[config.mk]
export PLATFORM = sky130hd
export DESIGN_NAME = dcr_imem_arbiter
export DESIGN_NICKNAME = d
export VERILOG_FILES = /design/src/rtl/dcr_pkg.sv /design/src/rtl/dcr_sat_counter.sv /design/src/rtl/dcr_imem_arbiter.sv
export SDC_FILE = /design/constraint.sdc
export NUM_CORES = 1
export LEC_CHECK = 0
export ABC_AREA = 0
export CORE_MARGIN = 10
export CORE_UTILIZATION = 26
export DETAILED_ROUTE_END_ITERATION = 12
export PLACE_DENSITY = 0.84
export SYNTH_ARGS = -nofsm -noshare
export SYNTH_HDL_FRONTEND = slang
export SYNTH_SLANG_ARGS = --single-unit
[constraint.sdc]
create_clock -name clk -period 6.9 [get_ports clk]
set_clock_uncertainty 0.1 [all_clocks]
set_input_delay 1.38 -clock clk [delete_from_list [all_inputs] [get_ports clk]]
set_output_delay 1.38 -clock clk [all_outputs]
set_load 0.05 [all_outputs]
[src/rtl/dcr_pkg.sv]
// Shared types and constants for the dual-core instruction memory arbiter.
// Holds the arbiter state encoding and the default ROM address/data widths.
package dcr_pkg;

    localparam int DCR_ADDR_W = 8;
    localparam int DCR_DATA_W = 32;

    // Which core was granted in the previous cycle.
    typedef enum logic [1:0] {
        IDLE = 2'd0,
        OWN0 = 2'd1,
        OWN1 = 2'd2
    } arb_state_t;

endpackage

[src/rtl/dcr_sat_counter.sv]
// Saturating up-counter used for the arbiter performance statistics.
// Ports: clk, rst_n (async, active-low), i_inc (count enable), o_cnt (value, holds at all-ones).
module dcr_sat_counter #(
    parameter int WIDTH = 16
) (
    input  logic             clk,
    input  logic             rst_n,
    input  logic             i_inc,
    output logic [WIDTH-1:0] o_cnt
);

    logic [WIDTH-1:0] r_cnt;

    always_ff @(posedge clk or negedge rst_n) begin
        if (!rst_n) begin
            r_cnt <= '0;
        end else if (i_inc && (r_cnt != '1)) begin
            r_cnt <= r_cnt + WIDTH'(1);
        end
    end

    assign o_cnt = r_cnt;

endmodule

[src/rtl/dcr_imem_arbiter.sv]
// Shares one 1-cycle-latency instruction ROM between two fetch stages using a
// bounded-burst round-robin grant; read data returns with a per-core valid.
// Ports: clk, rst_n (async, active-low); i_req0/1, i_addr0/1 fetch requests;
// o_gnt0/1 combinational grants; o_stall0/1 = req & ~gnt; o_rom_addr, i_rom_q
// ROM interface; o_rdata shared return bus; o_rvalid0/1 owner of o_rdata.
// Optional (DCR_IMEM_PERF_EN): o_perf_gnt0/1, o_perf_conflict 16-bit saturating counters.
module dcr_imem_arbiter
    import dcr_pkg::*;
#(
    parameter int ADDR_W    = DCR_ADDR_W,
    parameter int DATA_W    = DCR_DATA_W,
    parameter int MAX_BURST = 4
) (
    input  logic              clk,
    input  logic              rst_n,
    input  logic              i_req0,
    input  logic              i_req1,
    input  logic [ADDR_W-1:0] i_addr0,
    input  logic [ADDR_W-1:0] i_addr1,
    output logic              o_gnt0,
    output logic              o_gnt1,
    output logic              o_stall0,
    output logic              o_stall1,
    output logic [ADDR_W-1:0] o_rom_addr,
    input  logic [DATA_W-1:0] i_rom_q,
    output logic [DATA_W-1:0] o_rdata,
    output logic              o_rvalid0,
    output logic              o_rvalid1
`ifdef DCR_IMEM_PERF_EN
    ,
    output logic [15:0]       o_perf_gnt0,
    output logic [15:0]       o_perf_gnt1,
    output logic [15:0]       o_perf_conflict
`endif
);

    localparam int CNT_W = $clog2(MAX_BURST) + 1;
    localparam logic [CNT_W-1:0] CNT_LAST = CNT_W'(MAX_BURST - 1);

    arb_state_t       r_state;
    logic [CNT_W-1:0] r_burst_cnt;
    logic             r_last;
    logic             r_rvalid0;
    logic             r_rvalid1;

    logic             w_gnt0;
    logic             w_gnt1;
    logic [CNT_W-1:0] w_cnt_nxt;

    // Grant decision. The burst counter only advances while the owner keeps
    // winning against a competing request; any hand-over or solo run clears it.
    always_comb begin
        w_gnt0    = 1'b0;
        w_gnt1    = 1'b0;
        w_cnt_nxt = '0;
        unique case (r_state)
            OWN0: begin
                if (i_req0 && i_req1) begin
                    if (r_burst_cnt < CNT_LAST) begin
                        w_gnt0    = 1'b1;
                        w_cnt_nxt = r_burst_cnt + CNT_W'(1);
                    end else begin
                        w_gnt1 = 1'b1;
                    end
                end else if (i_req0) begin
                    w_gnt0 = 1'b1;
                end else if (i_req1) begin
                    w_gnt1 = 1'b1;
                end
            end
            OWN1: begin
                if (i_req0 && i_req1) begin
                    if (r_burst_cnt < CNT_LAST) begin
                        w_gnt1    = 1'b1;
                        w_cnt_nxt = r_burst_cnt + CNT_W'(1);
                    end else begin
                        w_gnt0 = 1'b1;
                    end
                end else if (i_req1) begin
                    w_gnt1 = 1'b1;
                end else if (i_req0) begin
                    w_gnt0 = 1'b1;
                end
            end
            default: begin
                // Tie from idle goes to the core that did not win last.
                if (i_req0 && i_req1) begin
                    if (r_last) begin
                        w_gnt0 = 1'b1;
                    end else begin
                        w_gnt1 = 1'b1;
                    end
                end else if (i_req0) begin
                    w_gnt0 = 1'b1;
                end else if (i_req1) begin
                    w_gnt1 = 1'b1;
                end
            end
        endcase
    end

    always_ff @(posedge clk or negedge rst_n) begin
        if (!rst_n) begin
            r_state     <= IDLE;
            r_burst_cnt <= '0;
            r_last      <= 1'b1;
            r_rvalid0   <= 1'b0;
            r_rvalid1   <= 1'b0;
        end else begin
            r_burst_cnt <= w_cnt_nxt;
            r_rvalid0   <= w_gnt0;
            r_rvalid1   <= w_gnt1;
            if (w_gnt0) begin
                r_state <= OWN0;
                r_last  <= 1'b0;
            end else if (w_gnt1) begin
                r_state <= OWN1;
                r_last  <= 1'b1;
            end else begin
                r_state <= IDLE;
            end
        end
    end

    assign o_gnt0     = w_gnt0;
    assign o_gnt1     = w_gnt1;
    assign o_stall0   = i_req0 & ~w_gnt0;
    assign o_stall1   = i_req1 & ~w_gnt1;
    assign o_rom_addr = w_gnt1 ? i_addr1 : i_addr0;
    assign o_rdata    = i_rom_q;
    assign o_rvalid0  = r_rvalid0;
    assign o_rvalid1  = r_rvalid1;

`ifdef DCR_IMEM_PERF_EN
    dcr_sat_counter #(.WIDTH(16)) u_perf_gnt0 (
        .clk   (clk),
        .rst_n (rst_n),
        .i_inc (w_gnt0),
        .o_cnt (o_perf_gnt0)
    );

    dcr_sat_counter #(.WIDTH(16)) u_perf_gnt1 (
        .clk   (clk),
        .rst_n (rst_n),
        .i_inc (w_gnt1),
        .o_cnt (o_perf_gnt1)
    );

    dcr_sat_counter #(.WIDTH(16)) u_perf_conflict (
        .clk   (clk),
        .rst_n (rst_n),
        .i_inc (i_req0 & i_req1),
        .o_cnt (o_perf_conflict)
    );
`endif

endmodule

* Word level (Yosys, flattened, before mapping)
Index checks and enable logic that the tools add are counted.
Word-level totals: register bits after elaboration 8, word-level logic and storage cells 40, input port bits 52, output and inout port bits 46
Cells by class: add/sub/neg operators 1, bitwise operators 4, mux-type cells 24, reductions and logical operators 3, order comparisons 1, eq/ne operators 2
Operators with widths (number):
- $mux W1 | 16
- $mux W3 | 3
- $mux W8 | 1
- $mux W2 | 2
- $pmux W1 S2 | 2
- $add A3 B1 Y3 const B | 1
- $lt A3 B2 Y1 const B | 1
- $and A1 B1 Y1 | 2
- $eq A2 B1 Y1 const B | 1
- $eq A2 B2 Y1 const B | 1
- $not A1 Y1 | 2
- $reduce_bool A2 Y1 | 1
- $reduce_or A2 Y1 | 1
- $logic_and A1 B1 Y1 | 1

* Depth between registers and ports, before layout
Gate-level depths: netlist of run 1.
depth in word-level cells 6, gate-level depth with buffers 7, depth with buffers taken out 6

* Worst setup path after synthesis of run 1
Ideal clock, no wire load.
kind input -> output, from input i_req1, to output o_stall0, setup slack 2.440 ns, arrival 2.980 ns, required time 5.420 ns, cell stages on the path 4, buffers on the path 0, cells stage by stage and3b_1 > a21boi_0 > o311a_1 > nor2b_1
Between the ends: longest elaborated chain between the ends 5, elaborated cells between the ends (all ways) 8, classes of those cells mux: 5; bitwise: 2; reduce/logical: 1
Ends and longest elaborated chain:
- from (decl) | RTL line dcr_imem_arbiter.sv:17 | input logic i_req1,
- $mux W1 or $logic_and A1 B1 Y1 (tied branches)
- $mux W1 (on tied branches) | RTL line dcr_imem_arbiter.sv:72, dcr_imem_arbiter.sv:87, dcr_imem_arbiter.sv:58
- $pmux W1 S2 * | RTL line dcr_imem_arbiter.sv:56 | unique case (r_state)
- via o_gnt0 | RTL line dcr_imem_arbiter.sv:20 | output logic o_gnt0,
- $not A1 Y1 * | RTL line dcr_imem_arbiter.sv:127 | assign o_stall0 = i_req0 & ~w_gnt0;
- $and A1 B1 Y1 * | RTL line dcr_imem_arbiter.sv:127
- to (decl) | RTL line dcr_imem_arbiter.sv:22 | output logic o_stall0,
Mark *: on every way through the listed nets, which the timed path passes. The rest lies on a longest branch.

* Final worst setup path of run 1
from input i_req0, to output o_rom_addr[7]
Between the ends: longest elaborated chain between the ends 4, elaborated cells between the ends (all ways) 7, classes of those cells mux: 6; reduce/logical: 1
Ends and longest elaborated chain:
- from (decl) | RTL line dcr_imem_arbiter.sv:16 | input logic i_req0,
- $mux W1 or $logic_and A1 B1 Y1 (tied branches)
- $mux W1 (on tied branches) | RTL line dcr_imem_arbiter.sv:87, dcr_imem_arbiter.sv:72, dcr_imem_arbiter.sv:58
- $pmux W1 S2 * | RTL line dcr_imem_arbiter.sv:56
- $mux W8 * | RTL line dcr_imem_arbiter.sv:129 | assign o_rom_addr = w_gnt1 ? i_addr1 : i_addr0;
- to (decl) | RTL line dcr_imem_arbiter.sv:24 | output logic [ADDR_W-1:0] o_rom_addr,
Every way passes the cells marked *; elsewhere a longest branch is shown, timed or not.

==> flow_summary.toml, run 1 <==
[sta]
hold_viol_final = 0
fin_tns_setup_ns = 0
max_freq_ghz = 0.1884
rsz0062_at_grt = "false"
post-route-min-period_ns = 5.308
relSlewSlack = 0.5235
final_max_slew_viol_count = 0
min_period_over_period = 0.7692
setup_violations = 0
worst_pin_slew_ns = 0.7148
holdWs_ns = 0.3822

[synthesis]
yosys.area.top_type = "buf_4"
syn-instance-count = 73
syn_nets = 128
syn_area_sq_um = 725.7
synth.area.top_cells = "buf_4 33%, dfrtp_1 21%, mux2_4 12%, ha_1 5.2%, dfstp_2 3.6%"
ys_async_sr_fraction = 1.000
syn_area_per_cell_sq_um = 9.941
ys_ff_latch = 7
synthFlopType = "dfrtp_1"
synth_seq_area_share = 0.2431
synthDistinctLibCells = 24
synth_edf_count = 0
synth_top_area_frac = 0.3310
synth_warnings = 0

[outcome]
status = "finished, final reports clean"

[cts]
cts_tree = "yes"
hold_buffers = 0
numCtsBuffers = 3
postCtsSetupBuffers = 0
clockRootBuffer = "clkbuf_4"
cts_max_level = 1
clock_path_buffers = 2
clock_latency_ns = 0.25
cts_resized = 0
cts.sinks = 7
clkTransAtPathRegs_ns = 0.06

[routing]
drt_iter0_drc = 3
wirelength_um = 1958
ant_nets = 0
wl_per_cell_um = 18.13
firstDrtPassIters = 4
drc = 0
vias_per_cell = 4.546
vias = 491

[setup_path]
critPathArrivalTime_ns = 3.83
crit_path_max_fanout = 13
end_kind = "primary output"
crit_path_start_kind = "input port"
path_class = "input port to primary output"
worstPathRequired_ns = 5.42

[global_routing]
grt_max_degree = 14
grt_pass1_wl_um = 3056
grt-ovfl-total = 0
grt.total_usage = 0.07563
grt_antenna_before_repair = 0
grt_pass1_vias = 611

[power_and_ir_drop]
clkPwrFrac = 0.098
switchingPower_w = 0.0001949
share_seq_of_total_power = 0.165
power.density_nw_per_um2 = 441.9
p_leak_nw = 0.3772
switching_share = 0.5072
comb_power_share = 0.737
p_int_w = 0.0001894
ir_drop_uv = 233.1

[place]
place_hpwl_um = 1700
port_buffers = 33
place.gp.congestion = 0.7165

[final_layout]
area_growth_pct = 19.83
diodes = 0
drive_gt1_frac = 0.1818
nNetsFinal = 133

[floorplanning]
die_w_um = 72.83
start_util = 0.2678
rows = 19
pin_count = 98
dieArea_sq_um = 5304
core_sq_um = 2710
die_height_um = 72.83

[run]
cap_violations = 0

[min_path]
worstHoldPathType = "flop to flop"
## cell type report
cell class | count | area [sq um]
Fill cell | 292 | 1841
Multi-Input combinational cell | 30 | 286.5
Tap cell | 31 | 38.79
Timing Repair Buffer | 33 | 330.3
Inverter | 3 | 11.26
Sequential cell | 7 | 176.4
Clock buffer | 4 | 26.28
## cell usage in the layout, fill, tap and decap left out, types with 2 or more instances in the layout
| cell | netlist | final |
|---|---|---|
| and3_1 | 2 | 2 |
| clkbuf_4 | 0 | 3 |
| ha_1 | 3 | 3 |
| clkdlybuf4s50_1 | 0 | 33 |
| inv_1 | 3 | 3 |
| mux2_4 | 6 | 6 |
| dfrtp_1 | 6 | 6 |
| mux2_2 | 2 | 2 |
| nor2b_1 | 3 | 3 |
## state kept, by name, summed over array words and instances (netlist names)
register and cells:
r_last 1, o_rvalid1 1, r_state 2, r_burst_cnt 3
## cell usage after synthesis, drive strengths merged, types with 2 or more instances
library cell and count:
buf 33, mux2 8, dfrtp 6, ha 3, inv 3, nor2b 3, a21oi 2, and3 2
## power by group through the flow
stage / logic (W) / registers [W] / clock network, W
floorplan: 0.000238 / 0.0000799 / 0
detailed placement: 0.000285 / 0.0000638 / 0
global placement: 0.000280 / 0.0000634 / 0
finish: 0.000283 / 0.0000634 / 0.0000375
global route: 0.000300 / 0.0000645 / 0.0000422
CTS: 0.000287 / 0.0000636 / 0.0000388
## logic make-up (layout without fill, tap and decap cells)
family                   after synthesis  count (layout)  share of synthesized area
buffers and inverters                 36              40                     0.3621
AND/OR/NAND/NOR                       10              10                    0.08275
AO/OA/AOI/OAI                          9               9                     0.1052
multiplexers                           8               8                     0.1552
flip-flops                             7               7                     0.2431
adder cells (fa/ha/maj)                3               3                    0.05173
## final timing paths
kind / slack (ns) / cells past startpoint / from / to
worst max-delay path: 1.59 / 6 / i_req0 / o_rom_addr[7]
worst min-delay path: 0.38 / 1 / r_burst_cnt[2] / r_burst_cnt[0]
worst max register to register: 4.83 / 6 / r_state[0] / r_state[1]
worst min register to register: 0.38 / 1 / r_burst_cnt[2] / r_burst_cnt[0]
max in group asynchronous: 5.13 / 1 / rst_n / r_last
min in group asynchronous: 1.28 / 1 / rst_n / r_burst_cnt[2]
## critical path, cell delays in order
cell and delay (ns):
clkdlybuf4s50_1 0.50, nand3_1 0.10, o311ai_0 0.16, a21oi_2 0.57, mux2_2 0.41, clkdlybuf4s50_1 0.71
## through the flow
step	total power (W)	cells	area [sq um]	setup WS, ns	util
finish	0.0003843	108	869.6	1.592	0.3209
global placement	0.0003435	104	843.3	1.670	0.3112
detailed placement	0.0003489	104	843.3	1.578	0.3112
floorplan	0.0003177	73	725.7	2.440	-
global route	0.0004071	108	869.6	1.437	0.3209
CTS	0.0003893	108	869.6	1.565	0.3209
## routing by layer
metal	vias to the layer above	GRT usage	share of wire
met1	215	0.05891	0.31
li1	222	-	-
met2	46	0.1127	0.43
met5	-	0	0
met3	8	0.09388	0.24
met4	0	0.02743	0.018
Power figures use the tool's default switching activity.
==> run 2: changes to the inputs <==
Settings changed: CORE_UTILIZATION 26 to 22, PLACE_DENSITY 0.84 to 0.76.
Clock period 6.9 ns to 4.6 ns, I/O delays scaled along.
==> flow_summary.toml, run 2 (same netlist as run 1, synthesis figures left out) <==
[outcome]
status = "finished, final reports clean"

[routing]
drc = 0
drt_iter0_drc = 19
met2WireLength_um = 1030
wirelength_um = 1830
dr.max_layer_used = "met4"
wl_per_cell_um = 15.00
vias_per_cell = 3.926
vias = 479
met1Wirelength_um = 598
firstDrtPassIters = 2
wl_met3_um = 186
ant_nets = 0

[cts]
numCtsBuffers = 3
cts_max_level = 1
hold_buffers = 0
cts_tree = "yes"
clkTransAtPathRegs_ns = 0.05
clock_latency_ns = 0.26
clock_path_buffers = 2
cts.sinks = 7
postCtsSetupBuffers = 0
clockRootBuffer = "clkbuf_4"
cts_resized = 0

[final_layout]
top_regs = "r_burst_cnt: 3 flops, r_state: 2 flops"
seqCellArea_sq_um = 176.4
n_fill_cell = 340
diodes = 0
final_cell_mix = "27 x clkdlybuf4s50_1, 7 x buf_4, 6 x mux2_4, 6 x dfrtp_1"
regMostFlops = "r_burst_cnt"
final_common_cell = "clkdlybuf4s50_1"
finish.utilization = 0.2831
area_growth_pct = 21.03
nNetsFinal = 134
largest_reg_flops = 3
multi_input_area_sq_um = 286.5
drive_gt1_frac = 0.2692

[setup_path]
end_kind = "primary output"
crit_path_max_fanout = 5
crit_path_start_kind = "input port"
slowest_delay_ns = 0.83
critical_path.cell_chain = "clkdlybuf4s50_1 > and3b_1 > a21boi_0 > o311a_1 > nor2b_1 > clkdlybuf4s50_1"
path_class = "input port to primary output"
critPathBufInv = 2
crit_family = "buffers and inverters"
cp_slowest_cell = "clkdlybuf4s50_1"
worstPathRequired_ns = 3.58
cp_common_cell = "clkdlybuf4s50_1"
critPathArrivalTime_ns = 3.24

[sta]
holdWs_ns = 0.3772
hold_viol_final = 0
worst_pin_slew_ns = 0.5273
relSlewSlack = 0.6474
max_freq_ghz = 0.2347
final_max_slew_viol_count = 0
setup_violations = 0
min_period_over_period = 0.9261
post-route-min-period_ns = 4.260
rsz0062_at_grt = "false"
fin_tns_setup_ns = 0

[global_routing]
grt_pass1_vias = 508
grt_antenna_before_repair = 0
grt-ovfl-total = 0
grt_max_degree = 12
grt.total_usage = 0.05882
grt_pass1_wl_um = 2697

[place]
place.gp.congestion = 0.7463
place_hpwl_um = 1599
port_buffers = 33

[floorplanning]
start_util = 0.2339
core_sq_um = 3103
pin_count = 98
die_w_um = 77.44
dieArea_sq_um = 5996
die_height_um = 77.44
rows = 20

[power_and_ir_drop]
finalPower_w = 0.0005768
p_leak_nw = 0.3877
power.density_nw_per_um2 = 656.7
switching_share = 0.5092
share_seq_of_total_power = 0.166
p_int_w = 0.0002831
switchingPower_w = 0.0002937
ir_drop_uv = 306.3
clkPwrFrac = 0.096
comb_power_share = 0.738

[run]
cap_violations = 0

[min_path]
worstHoldPathType = "flop to flop"
==> run 2: layout make-up <==
cell class / instances / area share
flip-flops and latches: 7 / 0.2009
well taps: 44 / 0.06268
clock buffers: 4 / 0.02991
inverters: 3 / 0.01282
multi-input cells: 30 / 0.3262
repair buffers: 34 / 0.3675
==> run 2: path summary, 6_finish.rpt <==
path                                start              to  slack [ns]  cells after the start
max in group asynchronous           rst_n          r_last        3.29                      1
hold reg to reg            r_burst_cnt[2]  r_burst_cnt[0]        0.38                      1
setup / recovery                   i_req0        o_stall0        0.34                      6
setup reg to reg               r_state[0]          r_last        2.61                      7
hold / removal             r_burst_cnt[2]  r_burst_cnt[0]        0.38                      1
min in group asynchronous           rst_n  r_burst_cnt[0]        0.82                      1
==> run 2: layer usage <==
layer | vias to the layer above | track usage
li1 | 228 | -
met1 | 232 | 0.04756
met2 | 15 | 0.1054
met3 | 4 | 0.04608
met4 | 0 | 0.02190
met5 | - | 0
==> run 2: metrics by stage <==
step                      instance area, sq um  setup WS [ns]  cells
final                                    878.3         0.3401    122
after global placement                   852.1         0.4604    118
after global routing                     878.3         0.2621    122
after CTS                                878.3         0.3559    122
after detailed placement                 852.1         0.3698    118
after floorplan                          725.7         0.8445     73
==> run 2: power groups by stage <==
stage | Clock, W | Combinational (W) | Sequential, W
5_1_grt | 0.0000617 | 0.000450 | 0.0000981
3_3_place_gp | 0 | 0.000423 | 0.0000950
4_1_cts | 0.0000569 | 0.000430 | 0.0000955
6_report | 0.0000555 | 0.000426 | 0.0000957
2_1_floorplan | 0 | 0.000357 | 0.000120
3_5_place_dp | 0 | 0.000428 | 0.0000957
==> run 3: changes to the inputs <==
Settings changed: CORE_MARGIN 10 to default, PLACE_DENSITY 0.76 to 0.82.
==> flow_summary.toml, run 3 (same netlist as run 1, synthesis figures left out) <==
[cts]
cts_tree = "yes"
clock_path_buffers = 2
clockRootBuffer = "clkbuf_4"
cts_max_level = 1
clock_latency_ns = 0.26
cts_resized = 0
numCtsBuffers = 3
postCtsSetupBuffers = 0
cts.sinks = 7
clkTransAtPathRegs_ns = 0.05
hold_buffers = 0

[place]
place.gp.congestion = 0.8746
port_buffers = 33
dp.cells = 118
place_hpwl_um = 1321

[sta]
worst_pin_slew_ns = 0.5283
final_max_slew_viol_count = 0
post-route-min-period_ns = 4.185
setup_violations = 0
holdWs_ns = 0.3887
min_period_over_period = 0.9098
max_freq_ghz = 0.2390
fin_tns_setup_ns = 0
hold_viol_final = 0
rsz0062_at_grt = "false"
relSlewSlack = 0.6467

[routing]
wirelength_um = 1613
vias_per_cell = 4.148
vias = 506
firstDrtPassIters = 4
drc = 0
wl_per_cell_um = 13.22
drt_iter0_drc = 1
ant_nets = 0

[setup_path]
crit_path_max_fanout = 5
end_kind = "primary output"
critPathArrivalTime_ns = 3.16
rr_worst_depth = 6
cp-endpoint = "o_stall0"
r2r_slack_ns = 2.60
reg2reg_to = "r_last"
path_class = "input port to primary output"
cp-startpoint = "i_req0"
r2r_start = "r_state[0]"
crit_path_start_kind = "input port"
worstPathRequired_ns = 3.58

[global_routing]
grt-ovfl-total = 0
grt_pass1_wl_um = 2339
grt_antenna_before_repair = 0
grt_pass1_vias = 514
grt.total_usage = 0.09203
grt_max_degree = 9

[final_layout]
largest_reg_flops = 3
final_cell_mix = "27 x clkdlybuf4s50_1, 7 x buf_4, 6 x mux2_4, 6 x dfrtp_1"
regMostFlops = "r_burst_cnt"
finish.utilization = 0.2831
nNetsFinal = 134
diodes = 0
drive_gt1_frac = 0.2692
multi_input_area_sq_um = 286.5
top_regs = "r_burst_cnt: 3 flops, r_state: 2 flops"
seqCellArea_sq_um = 176.4
n_fill_cell = 333
stdcell_count = 122
final_common_cell = "clkdlybuf4s50_1"
area_growth_pct = 21.03

[power_and_ir_drop]
switchingPower_w = 0.0002941
ir_drop_uv = 284.4
share_seq_of_total_power = 0.167
power.density_nw_per_um2 = 657.6
p_int_w = 0.0002835
p_leak_nw = 0.3877
clkPwrFrac = 0.098
switching_share = 0.5092
comb_power_share = 0.735

[floorplanning]
die_height_um = 59.44
pin_count = 98
die_w_um = 59.44
start_util = 0.2339
dieArea_sq_um = 3533
rows = 20
core_sq_um = 3103

[run]
cap_violations = 0

[outcome]
status = "finished, final reports clean"

[min_path]
worstHoldPathType = "flop to flop"
-- run 3: worst min-delay path by stage --
stage | from | end | cells past startpoint
final | r_burst_cnt[2] | r_burst_cnt[0] | 1
after global routing | r_burst_cnt[2] | r_burst_cnt[0] | 1
after CTS | r_burst_cnt[2] | r_burst_cnt[0] | 1
after detailed placement | r_burst_cnt[2] | r_burst_cnt[0] | 1
after global placement | r_burst_cnt[2] | r_burst_cnt[0] | 1
after floorplan | r_burst_cnt[2] | r_burst_cnt[0] | 1
-- run 3: layout make-up --
type	instances	area share
repair buffers	34	0.3675
multi-input cells	30	0.3262
flip-flops and latches	7	0.2009
well taps	44	0.06268
clock buffers	4	0.02991
inverters	3	0.01282
-- run 3: worst max-delay path, stage by stage --
cell and delay, ns:
clkdlybuf4s50_1 0.56, and3b_1 0.22, a21boi_0 0.11, o311a_1 0.42, nor2b_1 0.13, clkdlybuf4s50_1 0.81
-- run 3: per-stage QoR --
step / setup WS, ns / cell area, sq um / power [W]
after floorplan: 0.8445 / 725.7 / 0.0004766
after global placement: 0.4753 / 852.1 / 0.0005091
after detailed placement: 0.4235 / 852.1 / 0.0005213
after CTS: 0.4198 / 878.3 / 0.0005810
after global routing: 0.2816 / 878.3 / 0.0006092
final: 0.4151 / 878.3 / 0.0005776
-- run 3: power groups by stage --
| stage | registers [W] | clock network [W] | logic (W) |
|---|---|---|---|
| finish | 0.0000967 | 0.0000565 | 0.000424 |
| global route | 0.0000987 | 0.0000641 | 0.000446 |
| CTS | 0.0000967 | 0.0000584 | 0.000426 |
| detailed placement | 0.0000970 | 0 | 0.000424 |
| global placement | 0.0000948 | 0 | 0.000414 |
| floorplan | 0.000120 | 0 | 0.000357 |
-- run 3: layer usage --
metal / vias to the layer above / part of all wire / track usage
li1: 228 / - / -
met1: 240 / 0.38 / 0.1083
met2: 23 / 0.46 / 0.1156
met3: 15 / 0.12 / 0.06332
met4: 0 / 0.032 / 0.06463
met5: - / 0 / 0
==> RTL change 1: new RTL, config.mk and constraints of run 2 <==
Encoding of `arb_state_t`: now one-hot (3 bits for 3 states).
--- a/src/rtl/dcr_pkg.sv
+++ b/src/rtl/dcr_pkg.sv
@@ -6,10 +6,10 @@
     localparam int DCR_DATA_W = 32;
 
     // Which core was granted in the previous cycle.
-    typedef enum logic [1:0] {
-        IDLE = 2'd0,
-        OWN0 = 2'd1,
-        OWN1 = 2'd2
+    typedef enum logic [2:0] {
+        IDLE = 3'b001,
+        OWN0 = 3'b010,
+        OWN1 = 3'b100
     } arb_state_t;
 
 endpackage
Check against the original RTL: same outputs for any inputs over 10 cycles, from zero or initial values and one cycle with rst_n low; not proved beyond that.
==> RTL change 1 against run 2 <==
Largest cell class is now multi-input gates. Fmax fell by 2.2%. Cell area up 12%. Combinational power is 26% lower. Setup slack got worse by 96 ps. Total power is 9.9% lower. Sequential cell count grew 1. Routed wire length grew 6.9%. Sequential share of layout area is 0.53 points higher. First-iteration DRC count up 89%. Synthesized area up 11%. Synthesized cell count increased by 9.6%. Global-route usage is 0.23 points higher.
==> RTL change 1: results (changes against run 2) <==
cells_and_area:
  design.final.nets: 137  # +2.2%
  final_layout_size_suffix_gt1_share_pct: 21.7  # -5.2 points
  antenna_cells: 0  # unchanged
  layout_top_registers: "r_burst_cnt: 3 flops, r_state: 3 flops"
  n_fill_cell: 360  # +5.9%
yosys:
  ys_async_sr_fraction_pct: 100  # unchanged
  yosysSeqAreaShare_pct: 25.1  # +0.81 points
  synthDistinctLibCells: 31  # +29%
  ranking_of_synthesized_cells_by_instance_count: "32 x buf_4, 7 x mux2_4, 6 x dfrtp_1"
  ys.warnings.count: 0  # unchanged
  synthesis.nets: 133  # +3.9%
  synth.area.top_cells: "buf_4 30%, dfrtp_1 19%, mux2_4 13%"
run_status:
  run_status: "completed"
detailed_routing:
  drt-wirelength-per-cell_um: 15.2  # +1.1%
  drt_pass1_iterations: 4  # +2
  drt-vias-per-instance: 4.21  # +7.2%
  drt_iter0_markers: 36  # +17
clock_tree:
  cts_repair_resize_count: 0  # unchanged
  cts_buffers: 3  # unchanged
  insertion_delay_ps: 220  # -40 ps
  clk_root_buffer_cell: "clkbuf_8"
global_routing:
  first_global_vias: 675  # +33%
  globalRouteTotalUtil_pct: 6.11  # +0.23 points
  grt_first_pass_wirelength_um: 2990  # +11%
worst_setup_path:
  r2r_cells: 4  # -3
  path_max_fanout: 11  # +6
  worst_r2r_startpoint: "r_burst_cnt[0]"
  critical_path_arrival_ps: 3340  # +100 ps
  timing.critical_path.slowest_cell_delay_ps: 710  # -120 ps
  worst_path_max_delay_cell: "clkdlybuf4s50_1"
placed_design:
  hpwlAfterDp_um: 1670  # +4.1%
  place_worst_setup_slack_ps: 234  # -135 ps
  place.gp.congestion: 0.708  # -5.1%
pwr:
  switching_share_of_total_power_pct: 45.5  # -5.4 points
  peak_supply_drop_mv: 0.236  # -23%
  power_leakage_nw: 0.425  # +9.7%
timing:
  worst_slew_margin_rel_pct: 65.1  # +0.41 points
hold_path:
  hold_path.startpoint: "r_burst_cnt[0]"
==> RTL change 1: logic make-up after synthesis <==
kind of cell	count (synthesis)	share of synthesized area, %
DFF	8	25.1
and+or+nand+nor	16	14.0
AOI/OAI and AO/OA	8	7.91
xor gates and xnor gates	1	1.09
buffers and inverters	37	33.2
muxes	9	17.2
adders and majority gates	1	1.55
==> RTL change 1: cell type report <==
class,instances,area (sq um),area share (%)
multi-input combinational,35,337,34.2
tap,46,57.6,5.85
timing repair buffer,33,330,33.6
inverter,3,11.3,1.15
sequential,8,203,20.6
clock buffer,4,45.0,4.58
==> RTL change 1: layer usage <==
metal	up-vias	wire length, um	global-route usage (%)
met5	-	0	0
met4	0	97	5.81
met3	18	309	4.79
met2	42	899	9.47
met1	241	649	4.78
li1	242	-	-
==> RTL change 1: power groups by stage <==
| stage | clock network (mW) | logic, mW | registers, mW |
|---|---|---|---|
| 4_1_cts | 0.0880 | 0.321 | 0.120 |
| 5_1_grt | 0.0925 | 0.337 | 0.123 |
| 3_3_place_gp | 0 | 0.314 | 0.118 |
| 6_report | 0.0838 | 0.316 | 0.120 |
| 3_5_place_dp | 0 | 0.319 | 0.121 |
| 2_1_floorplan | 0 | 0.277 | 0.139 |
==> RTL change 1: worst paths after layout <==
| path | to | slack, ps |
|---|---|---|
| worst min-delay path | r_burst_cnt[0] | 400 |
| min in group asynchronous | r_burst_cnt[2] | 870 |
| worst min register to register | r_burst_cnt[0] | 400 |
| worst max register to register | r_state[0] | 2880 |
| max in group asynchronous | r_last | 3220 |
| worst max-delay path | o_rom_addr[7] | 240 |
==> RTL change 1: per-stage QoR <==
stage	instances	power (mW)	util, %	hold slack [ps]	area [sq um]
after floorplan	80	0.416	-	369	807
after global placement	125	0.433	27.3	382	938
after detailed placement	125	0.440	27.3	400	938
after CTS	129	0.529	28.6	405	983
after global routing	129	0.553	28.6	443	983
final	129	0.520	28.6	404	983
==> RTL change 1: critical path, delay by kind of cell <==
kind	cells	cell delay [ps]
muxes	2	580
and+or+nand+nor	2	590
buffers and inverters	2	1240
==> RTL change 2: new RTL, settings of run 2 <==
Made on the original files. Build with the macro `DCR_IMEM_PERF_EN` defined.
--- a/src/rtl/dcr_imem_arbiter.sv
+++ b/src/rtl/dcr_imem_arbiter.sv
@@ -4,6 +4,8 @@
 // o_gnt0/1 combinational grants; o_stall0/1 = req & ~gnt; o_rom_addr, i_rom_q
 // ROM interface; o_rdata shared return bus; o_rvalid0/1 owner of o_rdata.
 // Optional (DCR_IMEM_PERF_EN): o_perf_gnt0/1, o_perf_conflict 16-bit saturating counters.
+`define DCR_IMEM_PERF_EN
+
 module dcr_imem_arbiter
     import dcr_pkg::*;
 #(
Check against the original RTL (old outputs only; new: o_perf_conflict, o_perf_gnt0 and o_perf_gnt1): equivalent (equiv_simple and equiv_induct, registers matched by name and starting in step).
==> RTL change 2 against run 2 <==
Sequential cell count up 48. Setup slack improved by 78 ps. Non-clock buffer count rose by 49. Cell area rose to 4.4 times the old value. Worst hold slack gained 9.4 ps. Fmax grew 1.9%. Global-route usage increased by 2.1 points. Synthesized area grew to 4.1 times the old value. Highest routed layer unchanged. Sequential power grew to 7.2 times the old value. Total power increased to 3.7 times the old value. Critical path type unchanged. Largest cell class is now flip-flops and latches. Routed wire length increased to 4.1 times the old value.
==> RTL change 2: results (changes against run 2) <==
run_status:
  run_status: "completed"
global_routing:
  grt_first_pass_wirelength_um: 11900  # +340%
  antenna_found_initial: 0  # unchanged
  globalRouteTotalUtil_pct: 7.97  # +2.1 points
  grt_max_degree: 56  # +44
detailed_routing:
  dr_vias: 2219  # +360%
  drt-vias-per-instance: 4.32  # +10%
  drt_iter0_markers: 78  # +59
  drt_pass1_iterations: 4  # +2
  final_antenna_net_count: 0  # unchanged
  drt-wirelength-per-cell_um: 14.6  # -2.4%
cells_and_area:
  final_layout_size_suffix_gt1_share_pct: 9.47  # -17 points
  sequential_cell_area_sq_um: 1380  # +680%
  n_fill_cell: 1368  # +300%
  design.final.nets: 395  # +190%
yosys:
  synthDistinctLibCells: 36  # +50%
  synth.area.top_cells: "dfrtp_1 46%, buf_4 8.1%, xnor2_1 7.4%"
  ranking_of_synthesized_cells_by_instance_count: "54 x dfrtp_1, 32 x buf_4, 28 x nand2_1"
  synthesis.nets: 340  # +170%
  syn_area_cell_sq_um: 10.5  # +5.2%
  yosysSeqAreaShare_pct: 46.7  # +22 points
clock_tree:
  insertion_delay_ps: 290  # +30 ps
  h-tree-depth: 2  # +1
  worst_setup_hold_path_clk_slew_ps: 70  # +20 ps
  clk_root_buffer_cell: "clkbuf_16"
  cts_buffers: 5  # +2
placed_design:
  place_worst_setup_slack_ps: 406  # +36.3 ps
  hpwlAfterDp_um: 5820  # +260%
  dpl-instance-area_sq_um: 3730  # +340%
  place.gp.congestion: 0.809  # +8.4%
  post_place_cells: 506  # +330%
  numPortBuffers: 81  # +150%
worst_setup_path:
  timing.critical_path.slowest_cell_delay_ps: 720  # -110 ps
  path_max_fanout: 16  # +11
  crit-reg2reg-capture: "u_perf_gnt0.o_cnt[13]"
  timing.critical_path.max_delay_family: "buffers and inverters"
  r2r_cells: 9  # +2
  ff2ff_setup_slack_ps: 1980  # -630 ps
  critical_path_arrival_ps: 3160  # -80 ps
pwr:
  p_clk_mw: 0.401  # +620%
  switching_share_of_total_power_pct: 44.8  # -6.1 points
  power_switching_mw: 0.951  # +220%
  power_leakage_nw: 1.65  # +330%
  combPwrFrac_pct: 48.6  # -25 points
timing:
  hold_slack_ps: 387  # +9.41 ps
  worst_slew_margin_rel_pct: 50.3  # -14 points
hold_path:
  whs_endpoint: "r_burst_cnt[0]"
RTL change 2: changes by cell type after synthesis, sizes merged, moves of 5 or more:
cell	delta
xor2	+17
nand3	+19
and2	+5
dfrtp	+48
xnor2	+25
nand4	+9
nor3	+11
nand2	+29
and4	+5
nor2	+10
and3	+5
mux2	+5
nor4	+5
RTL change 2: metal layers:
layer / vias to the layer above / routed length, um / GRT usage (%) / part of all wire [%]
met5: - / 0 / 0 / 0
met4: 0 / 60 / 1.79 / 0.80
met3: 8 / 761 / 3.86 / 10
met2: 83 / 3490 / 12.5 / 46
met1: 1085 / 3210 / 9.62 / 43
li1: 1043 / - / - / -
RTL change 2: cell type report:
type	count	share of cell area, %
Inverter	7	0.676
Clock buffer	8	4.03
Tap cell	176	5.67
Sequential cell	55	35.5
Timing Repair Buffer	83	21.1
Multi-Input combinational cell	185	33.0
RTL change 2: worst max path at each step:
| stage | start | endpoint | slack (ps) | depth (start not counted) |
|---|---|---|---|---|
| final | i_req0 | o_rom_addr[2] | 420 | 6 |
| after floorplan | r_state[0] | o_stall0 | 1160 | 6 |
| after CTS | i_req0 | o_rom_addr[2] | 400 | 6 |
| after detailed placement | i_req0 | o_rom_addr[2] | 410 | 6 |
| after global routing | i_req0 | o_rom_addr[3] | 320 | 6 |
| after global placement | i_req0 | o_rom_addr[7] | 440 | 6 |
RTL change 2: kinds of logic (layout without fill, tap and decap cells):
group,count (synthesis),count (layout),synth area share (%)
simple gates,113,113,20.6
flops,55,55,46.7
xor+xnor,42,42,12.5
buf+inv,42,98,9.76
mux,13,13,5.09
compound gates,11,11,2.84
fa+ha+maj,6,6,2.55
